## src/rtl/instr_fetch_latch_if.sv

```systemverilog
// Handshake and bus bundle between the control unit, instruction memory and the fetch stage.
interface instr_fetch_latch_if;
  localparam int unsigned XLEN  = 32;
  localparam int unsigned OP_W  = 6;

  logic            fetch_req;
  logic [XLEN-1:0] pc_in;
  logic            ir_clear;
  logic [XLEN-1:0] mem_rdata;
  logic            mem_ready;
  logic [XLEN-1:0] mem_addr;
  logic            mem_rd;
  logic [XLEN-1:0] ir_out;
  logic [OP_W-1:0] opcode;
  logic [XLEN-1:0] imm_raw;
  logic            ext_op;
  logic            busy;
  logic            fetch_done;
  logic            fetch_err;

  // Environment side: control unit plus memory model.
  modport master (
    output fetch_req, pc_in, ir_clear, mem_rdata, mem_ready,
    input  mem_addr, mem_rd, ir_out, opcode, imm_raw, ext_op, busy, fetch_done, fetch_err
  );

  // Fetch stage side.
  modport slave (
    input  fetch_req, pc_in, ir_clear, mem_rdata, mem_ready,
    output mem_addr, mem_rd, ir_out, opcode, imm_raw, ext_op, busy, fetch_done, fetch_err
  );
endinterface

```

## src/rtl/instr_fetch_latch.sv

```systemverilog
// Fetch-and-hold stage: reads one instruction word through a ready handshake with a
// bounded wait, holds it in IR, and decodes the raw immediate for the extender.
module instr_fetch_latch #(
  parameter int unsigned MAX_WAIT = 15
) (
  input logic               clk,
  input logic               rst_n,
  instr_fetch_latch_if.slave bus
);
  localparam int unsigned XLEN  = 32;
  localparam int unsigned CNT_W = 8;
  localparam logic [CNT_W-1:0] MAX_CNT = CNT_W'(MAX_WAIT);

  typedef enum logic {IDLE, REQ} state_t;

  state_t           state;
  logic [CNT_W-1:0] wait_cnt;
  logic [XLEN-1:0]  ir;
  logic [XLEN-1:0]  addr_q;
  logic             rd_q;
  logic             busy_q;
  logic             done_q;
  logic             err_q;
  logic [5:0]       op;
  logic [XLEN-1:0]  imm;
  logic             ext;

  // Fetch FSM with registered strobes; ready beats timeout on the same edge.
  always_ff @(posedge clk or negedge rst_n) begin
    if (!rst_n) begin
      state    <= IDLE;
      wait_cnt <= '0;
      ir       <= '0;
      addr_q   <= '0;
      rd_q     <= 1'b0;
      busy_q   <= 1'b0;
      done_q   <= 1'b0;
      err_q    <= 1'b0;
    end else begin
      done_q <= 1'b0;
      err_q  <= 1'b0;
      case (state)
        IDLE: begin
          if (bus.fetch_req) begin
            addr_q   <= bus.pc_in;
            rd_q     <= 1'b1;
            busy_q   <= 1'b1;
            wait_cnt <= '0;
            state    <= REQ;
          end else if (bus.ir_clear) begin
            ir <= '0;
          end
        end
        REQ: begin
          if (bus.mem_ready) begin
            ir     <= bus.mem_rdata;
            rd_q   <= 1'b0;
            busy_q <= 1'b0;
            done_q <= 1'b1;
            state  <= IDLE;
          end else if (wait_cnt >= MAX_CNT - CNT_W'(1)) begin
            wait_cnt <= MAX_CNT;
            rd_q     <= 1'b0;
            busy_q   <= 1'b0;
            err_q    <= 1'b1;
            state    <= IDLE;
          end else begin
            wait_cnt <= wait_cnt + CNT_W'(1);
          end
        end
        default: state <= IDLE;
      endcase
    end
  end

  // Immediate field select; always zero-padded, sign handling is downstream.
  always_comb begin
    op  = ir[31:26];
    imm = {16'b0, ir[15:0]};
    ext = 1'b1;
    if (op[5:4] == 2'b11) begin
      imm = {6'b0, ir[25:0]};
    end else if (op == 6'h0C || op == 6'h0D) begin
      ext = 1'b0;
    end
  end

  assign bus.mem_addr   = addr_q;
  assign bus.mem_rd     = rd_q;
  assign bus.ir_out     = ir;
  assign bus.opcode     = op;
  assign bus.imm_raw    = imm;
  assign bus.ext_op     = ext;
  assign bus.busy       = busy_q;
  assign bus.fetch_done = done_q;
  assign bus.fetch_err  = err_q;
endmodule

```

## src/flat_wrapper.sv

```systemverilog
// flat-port wrapper written by rule: the top's interface ports become plain ports
module instr_fetch_latch_flat 
#(
  parameter int unsigned MAX_WAIT = 15
)
  (clk, rst_n, bus_fetch_req, bus_pc_in, bus_ir_clear, bus_mem_rdata, bus_mem_ready, bus_mem_addr, bus_mem_rd, bus_ir_out, bus_opcode, bus_imm_raw, bus_ext_op, bus_busy, bus_fetch_done, bus_fetch_err);
  instr_fetch_latch_if bus_i ();
  input logic clk;
  input logic rst_n;
  input wire logic [$bits(bus_i.fetch_req)-1:0] bus_fetch_req;
  input wire logic [$bits(bus_i.pc_in)-1:0] bus_pc_in;
  input wire logic [$bits(bus_i.ir_clear)-1:0] bus_ir_clear;
  input wire logic [$bits(bus_i.mem_rdata)-1:0] bus_mem_rdata;
  input wire logic [$bits(bus_i.mem_ready)-1:0] bus_mem_ready;
  output wire logic [$bits(bus_i.mem_addr)-1:0] bus_mem_addr;
  output wire logic [$bits(bus_i.mem_rd)-1:0] bus_mem_rd;
  output wire logic [$bits(bus_i.ir_out)-1:0] bus_ir_out;
  output wire logic [$bits(bus_i.opcode)-1:0] bus_opcode;
  output wire logic [$bits(bus_i.imm_raw)-1:0] bus_imm_raw;
  output wire logic [$bits(bus_i.ext_op)-1:0] bus_ext_op;
  output wire logic [$bits(bus_i.busy)-1:0] bus_busy;
  output wire logic [$bits(bus_i.fetch_done)-1:0] bus_fetch_done;
  output wire logic [$bits(bus_i.fetch_err)-1:0] bus_fetch_err;
  assign bus_i.fetch_req = bus_fetch_req;
  assign bus_i.pc_in = bus_pc_in;
  assign bus_i.ir_clear = bus_ir_clear;
  assign bus_i.mem_rdata = bus_mem_rdata;
  assign bus_i.mem_ready = bus_mem_ready;
  assign bus_mem_addr = bus_i.mem_addr;
  assign bus_mem_rd = bus_i.mem_rd;
  assign bus_ir_out = bus_i.ir_out;
  assign bus_opcode = bus_i.opcode;
  assign bus_imm_raw = bus_i.imm_raw;
  assign bus_ext_op = bus_i.ext_op;
  assign bus_busy = bus_i.busy;
  assign bus_fetch_done = bus_i.fetch_done;
  assign bus_fetch_err = bus_i.fetch_err;
  instr_fetch_latch #(.MAX_WAIT(MAX_WAIT)) u_core (.clk(clk), .rst_n(rst_n), .bus(bus_i));
endmodule
```

## config.mk

```make
export PLATFORM = sky130hd
export DESIGN_NAME = instr_fetch_latch_flat
export DESIGN_NICKNAME = d
export VERILOG_FILES = /design/src/rtl/instr_fetch_latch_if.sv /design/src/rtl/instr_fetch_latch.sv /design/src/flat_wrapper.sv
export SDC_FILE = /design/constraint.sdc
export NUM_CORES = 1
export LEC_CHECK = 0
export CORE_ASPECT_RATIO = 0.6
export CORE_UTILIZATION = 43
export CTS_CLUSTER_SIZE = 30
export DETAILED_ROUTE_END_ITERATION = 8
export PLACE_DENSITY = 0.85
export SLEW_MARGIN = 15
export SYNTH_ARGS = -nofsm -noshare
export SYNTH_HDL_FRONTEND = slang
export SYNTH_SLANG_ARGS = --single-unit
```

## constraint.sdc

```tcl
create_clock -name clk -period 2.15 [get_ports clk]
set_input_delay 0.43 -clock clk [delete_from_list [all_inputs] [get_ports clk]]
set_output_delay 0.43 -clock clk [all_outputs]
set_load 0.01 [all_outputs]
```

* After elaboration in Yosys (flattened, before gate mapping)
Index checks and enable logic that the tools add are counted.
Word-level totals: logic and storage cells 48, input port bits 69, bits in registers 76
Cells by class: add/sub/neg operators 1, muxes and demuxes 24, $lt $le $gt $ge 1, equal/unequal tests 9, bitwise logic cells 1, reduce and logical (&&, ||, !) cells 5
Operator list (count):
- 2-to-1 mux 32 bit | 3
- one-hot mux 32 bit (2 select lines) | 1
- 2-to-1 mux 26 bit | 1
- 2-to-1 mux 8 bit | 3
- one-hot mux 8 bit (2 select lines) | 1
- 2-to-1 mux 1 bit | 13
- equality test 6 x 4 -> 1 bit (second input constant) | 2
- != test 2 bit (second input constant) | 5
- adder 8 x 1 -> 8 bit (second input constant) | 1
- greater-or-equal comparator 8 x 4 -> 1 bit (second input constant) | 1
- AND reduction 2 bit | 3
- one-hot mux 1 bit (2 select lines) | 2
- != test 3 bit (second input constant) | 1
- AND reduction 3 bit | 1
- equality test 2 bit (second input constant) | 1
- logical OR 1 bit | 1
- NOT 1 bit | 1

* Depth between registers and ports, before layout
Gate-level depths: netlist of run 1.
word-level depth 4, depth in mapped cells 5

* Worst setup path after synthesis of run 1
Ideal clock, no wire load.
path type reg-to-reg, start point register u_core.wait_cnt[0], end point register u_core.wait_cnt[2], stages on the path, launching flop included 6, arrival 1231 ps, path buffers 0, period minus slack after synthesis 1352 ps, slack 798 ps, library setup time 122 ps, data required time 2028 ps, cell sequence dfrtp_1 -> inv_1 -> ha_1 -> o211ai_1 -> nand3_1 -> a32o_1
On the way: word-level cells in the longest chain between the ends 4, elaborated cells on any way between the ends 5, classes of those cells add/sub: 1; order compare: 1; mux: 3
Ends and longest elaborated chain:
- start, declared | line instr_fetch_latch.sv:17 | logic [CNT_W-1:0] wait_cnt;
- start signal, assigned | line instr_fetch_latch.sv:68 | wait_cnt <= wait_cnt + CNT_W'(1);
- adder 8 x 1 -> 8 bit / greater-or-equal comparator 8 x 4 -> 1 bit (equally long branches) | line instr_fetch_latch.sv:68, instr_fetch_latch.sv:61
- 2-to-1 mux 8 bit * | line instr_fetch_latch.sv:61 | end else if (wait_cnt >= MAX_CNT - CNT_W'(1)) begin
- 2-to-1 mux 8 bit * | line instr_fetch_latch.sv:55 | if (bus.mem_ready) begin
- one-hot mux 8 bit (2 select lines) * | line instr_fetch_latch.sv:42 | case (state)
Every way passes the cells marked *; elsewhere a longest branch is shown, timed or not. The select of a mux whose other input is x is not followed. A chain may end at the register's enable or synchronous reset.

* Worst setup path after layout of run 1
start point register u_core.ir[31] (netlist: u_core.bus.ir_out[31]), end point output port bus_ext_op
On the way: word-level cells in the longest chain between the ends 4, elaborated cells on any way between the ends 6, classes of those cells eq/ne: 3; mux: 2; reduce/logical: 1
Ends and longest elaborated chain:
- start, declared | line instr_fetch_latch.sv:18 | logic [XLEN-1:0] ir;
- start signal, assigned | line instr_fetch_latch.sv:56 | ir <= bus.mem_rdata;
- equality test 6 x 4 -> 1 bit | line instr_fetch_latch.sv:83 | end else if (op == 6'h0C || op == 6'h0D) begin
- logical OR 1 bit | line instr_fetch_latch.sv:83
- 2-to-1 mux 1 bit | line instr_fetch_latch.sv:83
- 2-to-1 mux 1 bit * | line instr_fetch_latch.sv:81 | if (op[5:4] == 2'b11) begin
- end, declared | line flat_wrapper.sv:20 | output wire logic [$bits(bus_i.ext_op)-1:0] bus_ext_op;
Every way passes the cells marked *; elsewhere a longest branch is shown, timed or not.

==> run_results.csv, run 1 <==
group,metric,value,unit
pwr,vdd_drop_max,0.618,mV
worst_setup_path,r2r_end,"u_core.bus.ir_out[1]",
worst_setup_path,arrival,1.60,ns
cells_and_area,fin_area,5190,µm²
yosys,ys_seq_area_frac,0.567,
global_routing,busiest_layer,"met2",
job,cap_viol_max_count,0,
cells_and_area,areaGrowthSynthToFinish,54.8,%
worst_setup_path,cp-end-kind,"output pin",
pwr,clockPowerShare,0.273,
yosys,synth_cells,236,
run_status,status,"finished, final reports clean",
timing,rsz0062_at_grt,"false",
place,io_buffer_count,169,
cells_and_area,fill_cells,522,
global_routing,use_met3,0.0807,
die,ioPinCount,176,
die,chipHeight,70.4,µm
worst_setup_path,critPathRequiredTime,1.72,ns
cts,post_cts_resized,0,
global_routing,gr-usage-met1,0.261,
worst_setup_path,reg2reg_depth,3,
global_routing,grtUsageTotal,0.202,
cts,htree_levels,3,
cts,cts_root_buf,"clkbuf_16",
cts,clk_latency,0.32,ns
timing,finClkSkew,0.00326,ns
drt,dr.pass1.iters,4,
yosys,ys_warn_count,0,
yosys,async_flop_share,1.00,
yosys,ys_types,33,
worst_setup_path,worstPathCellList,"nor3_1 -> nand3_1 -> clkdlybuf4s50_1",
global_routing,antenna_found_initial,0,
place,routabilityCongestion,0.753,
yosys,ys.flop_type,"dfrtp_1",
cts,cts.sinks,76,
drt,drt-initial-drc-count,92,
cts,cts_made_buffers,9,
die,std_cell_rows,24,
yosys,synthesis.area,3350,µm²
drt,drc,0,
pwr,power_leakage,2.36,nW
cts,cts_buffer_depth,2,
timing,slew_headroom,0.430,
pwr,total_power,0.00491,W
worst_setup_path,start_kind,"register",
timing,holdWs,0.0603,ns
worst_setup_path,cp_max_fo,14,
worst_hold_path,hp-class,"in2async",
cells_and_area,nNetsFinal,453,
timing,layout_min_cycle_time,2.03,ns
pwr,p_per_area,946,nW/µm²
yosys,yosys-top-cells-area,"dfrtp_1 (57%), mux2_4 (14%), a22o_1 (8.4%)",
cts,cts_setup_buffers,0,
global_routing,grt_pass1_vias,2358,
timing,drv_slew,0,
drt,ant_nets,0,
drt,routed_wirelength,7.94,mm
die,initial_core_util,0.452,
yosys,ys_ff_latch,76,
die,die_w,116,µm
global_routing,grt_pass1_wl,12.4,mm
yosys,yosysTopAreaCell,"dfrtp_1",
cells_and_area,drive_above_1_share,0.155,
timing,post-route-period-util,0.943,
yosys,synthTopCellsByCount,"dfrtp_1 (76), a22o_1 (32), mux2_4 (31)",
pwr,share_seq_of_total_power,0.399,
drt,dr_total_vias,2389,
worst_setup_path,worstSetupPathType,"reg2out",
cells_and_area,diodes,0,
die,coreArea,7420,µm²
yosys,synth_edf_count,0,
global_routing,overflow,0,
pwr,combPwrFrac,0.328,
pwr,switching_share,0.281,
yosys,yosysMostFrequentCell,"dfrtp_1",
place,placed_area,4920,µm²
cts,cts_tree,"built",
timing,fin_setup_tns,0,ns
global_routing,use_met2,0.315,
global_routing,grt_start_max_net_pins,41,
place,dpl.hpwl,5.79,mm
drt,via_per_inst,4.87,
timing,setup-violations-final,0,
worst_setup_path,r2r_slack,0.56,ns
timing,hold_viol,0,
worst_setup_path,r2r_start,"u_core.state",
cts,clk_pin_slew,0.06,ns
timing,clock.fmax,493,MHz
cells_and_area,fin_util,0.700,
worst_setup_path,cpMaxStageDelayCell,"dfrtp_2",
yosys,syn_area_per_cell,14.2,µm²
worst_setup_path,cpPeakStageDelay,0.49,ns
yosys,synth_top_cell_area_share,0.567,
pwr,p_int,0.00353,W
die,die_area,8170,µm²
pwr,p_switching,0.00138,W
cts,postCtsHoldBufs,0,
timing,worst_pin_slew,0.854,ns
drt,post_drt_wl_per_cell,16.2,µm
## power by group through the flow
stage	logic (W)	registers, W	clock network, W
3_3_place_gp	0.00159	0.00196	0
6_report	0.00161	0.00196	0.00134
3_5_place_dp	0.00163	0.00197	0
2_1_floorplan	0.000697	0.00204	0
5_1_grt	0.00172	0.00200	0.00144
4_1_cts	0.00163	0.00196	0.00138
## cell families (layout without fill, tap and decap cells)
group | after synthesis | in the layout | share of synthesized area
fa+ha+maj | 2 | 2 | 0.00746
mux | 32 | 32 | 0.142
compound gates | 44 | 44 | 0.112
other cells | 1 | 6 | 0.00112
buf+inv | 46 | 192 | 0.106
flops | 76 | 76 | 0.567
simple gates | 35 | 35 | 0.0645
## how the worst max path moves through the flow
stage / from / to / slack [ns]
3_5_place_dp: bus_fetch_req / u_core.bus.ir_out[16] / 0.05
4_1_cts: u_core.bus.ir_out[31] / bus_imm_raw[22] / 0.06
3_3_place_gp: bus_fetch_req / u_core.bus.ir_out[1] / 0.12
2_1_floorplan: u_core.wait_cnt[0] / u_core.wait_cnt[2] / 0.80
5_1_grt: u_core.bus.ir_out[31] / bus_ext_op / 0.08
6_report: u_core.bus.ir_out[31] / bus_ext_op / 0.12
## placed cells by master (no fill, tap or decap), drive strengths merged
cell,n
dfrtp,76
o32ai,1
o211ai,2
and3,12
nand2,5
nor4,1
nand2b,2
nor2,4
nand3,6
inv,2
a21oi,3
mux2,32
ha,2
o2bb2ai,1
clkdlybuf4s50,168
clkinvlp,2
nor2b,1
a22o,32
or2b,1
o31ai,1
clkbuf,9
a32o,1
nor3,1
a21boi,1
clkinv,5
buf,6
conb,6
and2,2
a31oi,2
## through the flow
step	worst slack [ns]	instances
after floorplan	0.798	241
after global placement	0.122	475
after detailed placement	0.0458	475
after CTS	0.0556	491
after global routing	0.0797	491
final	0.122	491
## worst max-delay path: cells and delay by family (launching register included)
kind | cells | cell delay [ns]
buffers and inverters | 1 | 0.49
flip-flops | 1 | 0.49
AND/OR/NAND/NOR | 2 | 0.30
## state kept, by name, summed over array words and instances, names as in the netlist
| signal | cells |
|---|---|
| u_core.bus.ir_out | 32 |
| u_core.wait_cnt | 8 |
| u_core.bus.mem_rd | 1 |
| u_core.bus.mem_addr | 32 |
| u_core.bus.fetch_err | 1 |
| u_core.state | 1 |
| u_core.bus.fetch_done | 1 |
## routing by layer
| metal | wire length (µm) | part of all wire |
|---|---|---|
| met5 | 0 | 0 |
| met4 | 75 | 0.0094 |
| met3 | 700 | 0.088 |
| met2 | 3690 | 0.47 |
| met1 | 3470 | 0.44 |
## layout make-up
cell class | count | area, µm² | area share
multi-input combinational | 119 | 1120 | 0.215
sequential | 76 | 1900 | 0.367
timing repair buffer | 174 | 1760 | 0.340
inverter | 2 | 7.51 | 0.00145
clock buffer | 9 | 225 | 0.0434
clock inverter | 7 | 43.8 | 0.00843
tap | 104 | 130 | 0.0251
Power figures use the tool's default switching activity.
==> inputs of run 2 (changes only) <==
--- a/config.mk
+++ b/config.mk
@@ -5,11 +5,13 @@
 export SDC_FILE = /design/constraint.sdc
 export NUM_CORES = 1
 export LEC_CHECK = 0
+export ABC_AREA = 1
 export CORE_ASPECT_RATIO = 0.6
-export CORE_UTILIZATION = 43
+export CORE_UTILIZATION = 42
 export CTS_CLUSTER_SIZE = 30
 export DETAILED_ROUTE_END_ITERATION = 8
-export PLACE_DENSITY = 0.85
+export PLACE_DENSITY = 0.84
+export RECOVER_POWER = 50
 export SLEW_MARGIN = 15
 export SYNTH_ARGS = -nofsm -noshare
 export SYNTH_HDL_FRONTEND = slang
==> run_results.csv, run 2 <==
group,metric,value,unit
timing,holdWs,0.227,ns
yosys,ys_ff_latch,76,
place,dpl.hpwl,6.43,mm
global_routing,grtUsageTotal,0.224,
yosys,yosysTopAreaCell,"dfrtp_1",
pwr,vdd_drop_max,0.565,mV
cells_and_area,multi_input_area,1020,µm²
drt,dr_total_vias,2912,
cts,cts_made_buffers,9,
cells_and_area,drive_above_1_share,0.0460,
cells_and_area,fill_cells,554,
yosys,ys_warn_count,0,
cells_and_area,diodes,0,
worst_setup_path,r2r_slack,0.40,ns
cts,htree_levels,3,
yosys,yosys-top-cells-area,"dfrtp_1 (58%), nand2_1 (23%), buf_4 (6.6%)",
yosys,async_flop_share,1.00,
drt,post_drt_wl_per_cell,13.4,µm
timing,rsz0062_at_grt,"false",
worst_setup_path,worstSetupPathType,"reg2out",
die,initial_core_util,0.445,
yosys,ys.flop_type,"dfrtp_1",
worst_setup_path,cp-end-kind,"output pin",
place,routabilityCongestion,0.813,
place,io_buffer_count,169,
yosys,synthTopCellsByCount,"nand2_1 (206), dfrtp_1 (76), buf_4 (29)",
cells_and_area,nNetsFinal,610,
cells_and_area,areaGrowthSynthToFinish,56.7,%
global_routing,overflow,0,
yosys,yosysMostFrequentCell,"nand2_1",
die,coreArea,7420,µm²
timing,worst_pin_slew,0.913,ns
cts,cts_buffer_depth,2,
global_routing,grt_start_max_net_pins,42,
worst_setup_path,r2r_start,"u_core.state",
worst_setup_path,start_kind,"register",
timing,drv_slew,0,
yosys,syn_area_per_cell,8.44,µm²
drt,via_per_inst,4.50,
die,chipHeight,70.6,µm
drt,ant_nets,0,
pwr,p_per_area,950,nW/µm²
drt,drc,0,
global_routing,grt_pass1_wl,14.0,mm
timing,slew_headroom,0.391,
die,std_cell_rows,24,
cts,clk_latency,0.32,ns
cts,cts_root_buf,"clkbuf_16",
die,ioPinCount,176,
worst_setup_path,reg2reg_depth,7,
global_routing,grt_pass1_vias,2820,
yosys,ys_types,21,
cts,cts.sinks,76,
yosys,synth_edf_count,0,
pwr,power_leakage,2.57,nW
cts,cts_tree,"built",
yosys,synth_top_cell_area_share,0.577,
cts,clk_pin_slew,0.06,ns
drt,routed_wirelength,8.68,mm
global_routing,antenna_found_initial,0,
cells_and_area,layout_common_cells,"nand2_1 (207), clkdlybuf4s50_1 (166), dfrtp_1 (75), inv_1 (23), nor2_1 (18)",
timing,setup-violations-final,0,
worst_setup_path,critPathRequiredTime,1.72,ns
drt,drt-initial-drc-count,200,
drt,dr.pass1.iters,4,
cts,cts_setup_buffers,0,
yosys,synth_cells,391,
worst_setup_path,cp_max_fo,10,
worst_setup_path,r2r_end,"u_core.bus.ir_out[11]",
timing,fin_setup_tns,0,ns
yosys,ys_seq_area_frac,0.577,
yosys,synthesis.area,3300,µm²
job,cap_viol_max_count,0,
worst_hold_path,hp-class,"in2async",
run_status,status,"finished, final reports clean",
timing,post-route-period-util,0.930,
timing,clock.fmax,500,MHz
die,die_w,116,µm
timing,hold_viol,0,
cells_and_area,regArea,1900,µm²
die,die_area,8220,µm²
cells_and_area,layout_commonest_cell,"nand2_1",
worst_setup_path,arrival,1.57,ns
timing,layout_min_cycle_time,2.00,ns
timing,finClkSkew,0.00696,ns
## run 2: timing repair
| action | in CTS | in global routing |
|---|---|---|
| resized for setup | 1 | 2 |
| hold buffers | 0 | 0 |
| endpoints found under the hold margin | 0 | 0 |
| endpoints found under the setup margin | 4 | 4 |
| pin swaps | 0 | 0 |
## run 2: through the flow
step	power [W]	instance area (µm²)	worst slack (ns)	utilization	std cells
4_1_cts	0.00497	5180	0.0917	0.698	647
3_3_place_gp	0.00347	4890	0.373	0.659	632
3_5_place_dp	0.00351	4890	0.337	0.659	632
6_report	0.00491	5170	0.150	0.697	647
2_1_floorplan	0.00264	3320	0.904	-	396
5_1_grt	0.00519	5170	0.0172	0.697	647
## run 2: cell type report
cell class,count,area share
clock buffers,14,0.0550
clock inverters,1,0.000969
inverters,24,0.0177
multi-input cells,254,0.198
flip-flops and latches,76,0.368
well taps,104,0.0252
repair buffers,174,0.335
## run 2: worst max-delay path by stage
stage	depth (start not counted)	start	endpoint
2_1_floorplan	2	u_core.bus.ir_out[31]	bus_imm_raw[16]
3_3_place_gp	4	bus_ir_clear	u_core.bus.ir_out[0]
3_5_place_dp	8	bus_mem_ready	u_core.bus.ir_out[23]
4_1_cts	3	u_core.bus.ir_out[30]	bus_imm_raw[22]
5_1_grt	3	u_core.bus.ir_out[31]	bus_imm_raw[16]
6_report	3	u_core.bus.ir_out[31]	bus_imm_raw[24]
## run 2: worst max-delay path: stages (launching register included)
cell,delay (ns)
dfrtp_1,0.46
nand2_4,0.13
nor2_1,0.11
clkdlybuf4s50_1,0.55
## run 2: cell families after synthesis
kind of cell / Yosys count / synth area share
DFF: 76 / 0.577
xor gates and xnor gates: 1 / 0.00266
adders and majority gates: 2 / 0.00759
and+or+nand+nor: 240 / 0.283
other: 1 / 0.00114
buffers and inverters: 66 / 0.118
AOI/OAI and AO/OA: 5 / 0.0110
## run 2: per-layer routing
| metal | vias up | GRT usage | routed length (µm) |
|---|---|---|---|
| met3 | 7 | 0.104 | 917 |
| met1 | 1342 | 0.257 | 3560 |
| met2 | 131 | 0.380 | 4150 |
| met4 | 0 | 0.0556 | 54 |
| met5 | - | 0 | 0 |
| li1 | 1432 | - | - |
## run 2: power breakdown
| part | switching (W) | total [W] | internal [W] |
|---|---|---|---|
| combinational | 0.000681 | 0.00154 | 0.000858 |
| sequential | 0.000233 | 0.00195 | 0.00172 |
| clock | 0.000520 | 0.00142 | 0.000899 |
==> inputs of run 3 (changes only) <==
--- a/config.mk
+++ b/config.mk
@@ -7,10 +7,12 @@
 export LEC_CHECK = 0
 export ABC_AREA = 1
 export CORE_ASPECT_RATIO = 0.6
-export CORE_UTILIZATION = 42
+export CORE_UTILIZATION = 67
 export CTS_CLUSTER_SIZE = 30
 export DETAILED_ROUTE_END_ITERATION = 8
-export PLACE_DENSITY = 0.84
+export DONT_BUFFER_PORTS = 1
+export MAX_ROUTING_LAYER = met4
+export PLACE_DENSITY = 0.82
 export RECOVER_POWER = 50
 export SLEW_MARGIN = 15
 export SYNTH_ARGS = -nofsm -noshare
==> run_results.csv, run 3 (synthesis gave the netlist of run 2 again) <==
group,metric,value,unit
global_routing,grt_pass1_vias,2139,
drt,via_per_inst,5.19,
worst_setup_path,worstSetupPathType,"reg2out",
drt,post_drt_wl_per_cell,14.2,µm
pwr,power_leakage,1.86,nW
cells_and_area,fin_area,3290,µm²
drt,dr.pass1.iters,6,
job,cap_viol_max_count,0,
drt,drt-initial-drc-count,105,
cts,cts_tree,"built",
place,io_buffer_count,0,
cells_and_area,layout_common_cells,"nand2_1 (207), dfrtp_1 (76), inv_1 (23), nor2_1 (18)",
timing,holdWs,-0.228,ns
drt,drc,0,
run_status,status,"complete, but fails checks",
cells_and_area,multi_input_area,1020,µm²
cts,cts_buffer_depth,2,
cells_and_area,diodes,0,
cts,post_cts_resized,0,
timing,drv_slew,0,
drt,dr_total_vias,2266,
die,ioPinCount,176,
cts,cts_setup_buffers,0,
cts,htree_levels,3,
cts,cts_made_buffers,9,
place,dpl.hpwl,4.43,mm
cts,clk_latency,0.34,ns
pwr,p_per_area,1080,nW/µm²
die,die_w,92.6,µm
timing,layout_min_cycle_time,1.86,ns
place,place_inst,421,
cts,cts_root_buf,"clkbuf_8",
global_routing,grt_pass1_wl,9.79,mm
timing,hold_viol,76,
cells_and_area,layout_commonest_cell,"nand2_1",
drt,ant_nets,0,
timing,worst_pin_slew,0.782,ns
die,chipHeight,56.3,µm
cts,clk_pin_slew,0.08,ns
place,routabilityCongestion,0.829,
timing,setup-violations-final,0,
place,placed_area,3130,µm²
timing,slew_headroom,0.477,
cells_and_area,nNetsFinal,440,
worst_setup_path,cp-end-kind,"output pin",
cts,cts.sinks,76,
pwr,total_power,0.00353,W
global_routing,grtUsageTotal,0.258,
cells_and_area,fill_cells,392,
timing,clock.fmax,538,MHz
global_routing,overflow,0,
drt,routed_wirelength,6.22,mm
die,initial_core_util,0.708,
pwr,vdd_drop_max,0.572,mV
run_status,violations,"hold timing",
worst_setup_path,start_kind,"register",
cells_and_area,final_cell_count_no_fill,437,
worst_setup_path,arrival,1.43,ns
die,die_area,5220,µm²
cells_and_area,areaGrowthSynthToFinish,-0.379,%
cells_and_area,regArea,1900,µm²
die,coreArea,4660,µm²
timing,fin_setup_tns,0,ns
timing,post-route-period-util,0.865,
worst_setup_path,critPathRequiredTime,1.72,ns
worst_hold_path,hp-class,"in2async",
timing,finClkSkew,0.00866,ns
worst_setup_path,cp_max_fo,10,
die,std_cell_rows,19,
cells_and_area,drive_above_1_share,0.0642,
global_routing,grt_start_max_net_pins,77,
timing,rsz0062_at_grt,"false",
global_routing,antenna_found_initial,0,
run 3: cell count changes in the layout (fill, tap and decap cells not counted), sizes merged:
cell           before  now
clkbuf             17   10
inv                23   24
clkdlybuf4s50     166    0
clkinv              1    5
dlygate4sd3         2    0
clkinvlp            1    2
run 3: final cells by class:
type,count,area share
clock buffer,9,0.0377
clock inverter,7,0.0133
inverter,24,0.0282
multi-input combinational,254,0.310
sequential,76,0.579
tap,63,0.0240
timing repair buffer,4,0.00838
run 3: metal layers:
| layer | wire (µm) | share of wire | track usage |
|---|---|---|---|
| met5 | 0 | 0 | - |
| met4 | 70 | 0.011 | 0.0982 |
| met2 | 2840 | 0.46 | 0.380 |
| met1 | 2770 | 0.44 | 0.335 |
| met3 | 539 | 0.087 | 0.0894 |
run 3: final timing paths:
kind / slack (ns) / start / end / depth (start not counted)
min in group clk: 0.19 / bus_pc_in[13] / u_core.bus.mem_addr[13] / 2
worst max-delay path: 0.29 / u_core.bus.ir_out[31] / bus_imm_raw[20] / 2
worst min register to register: 0.50 / u_core.wait_cnt[5] / u_core.wait_cnt[5] / 2
max in group asynchronous: 2.26 / rst_n / u_core.bus.ir_out[2] / 0
worst min-delay path: -0.23 / rst_n / u_core.bus.mem_addr[18] / 0
worst max register to register: 0.72 / u_core.state / u_core.bus.mem_addr[5] / 6
run 3: report_power, final:
group,switching (W),internal [W],total [W]
clock network,0.000506,0.000411,0.000917
registers,0.000446,0.00171,0.00216
logic,0.000295,0.000164,0.000458
total,0.00125,0.00229,0.00353
run 3: critical path, cell delays in order, from the launching register on:
cell and delay, ns:
dfrtp_1 0.53, nand2_1 0.30, nor2_1 0.26
run 3: per-stage QoR:
stage	hold slack, ns	setup slack [ns]	utilization
6_report	-0.228	0.290	0.705
3_3_place_gp	0.135	0.688	0.671
4_1_cts	-0.239	0.280	0.707
3_5_place_dp	0.136	0.657	0.671
2_1_floorplan	0.134	0.904	-
5_1_grt	-0.252	0.195	0.705
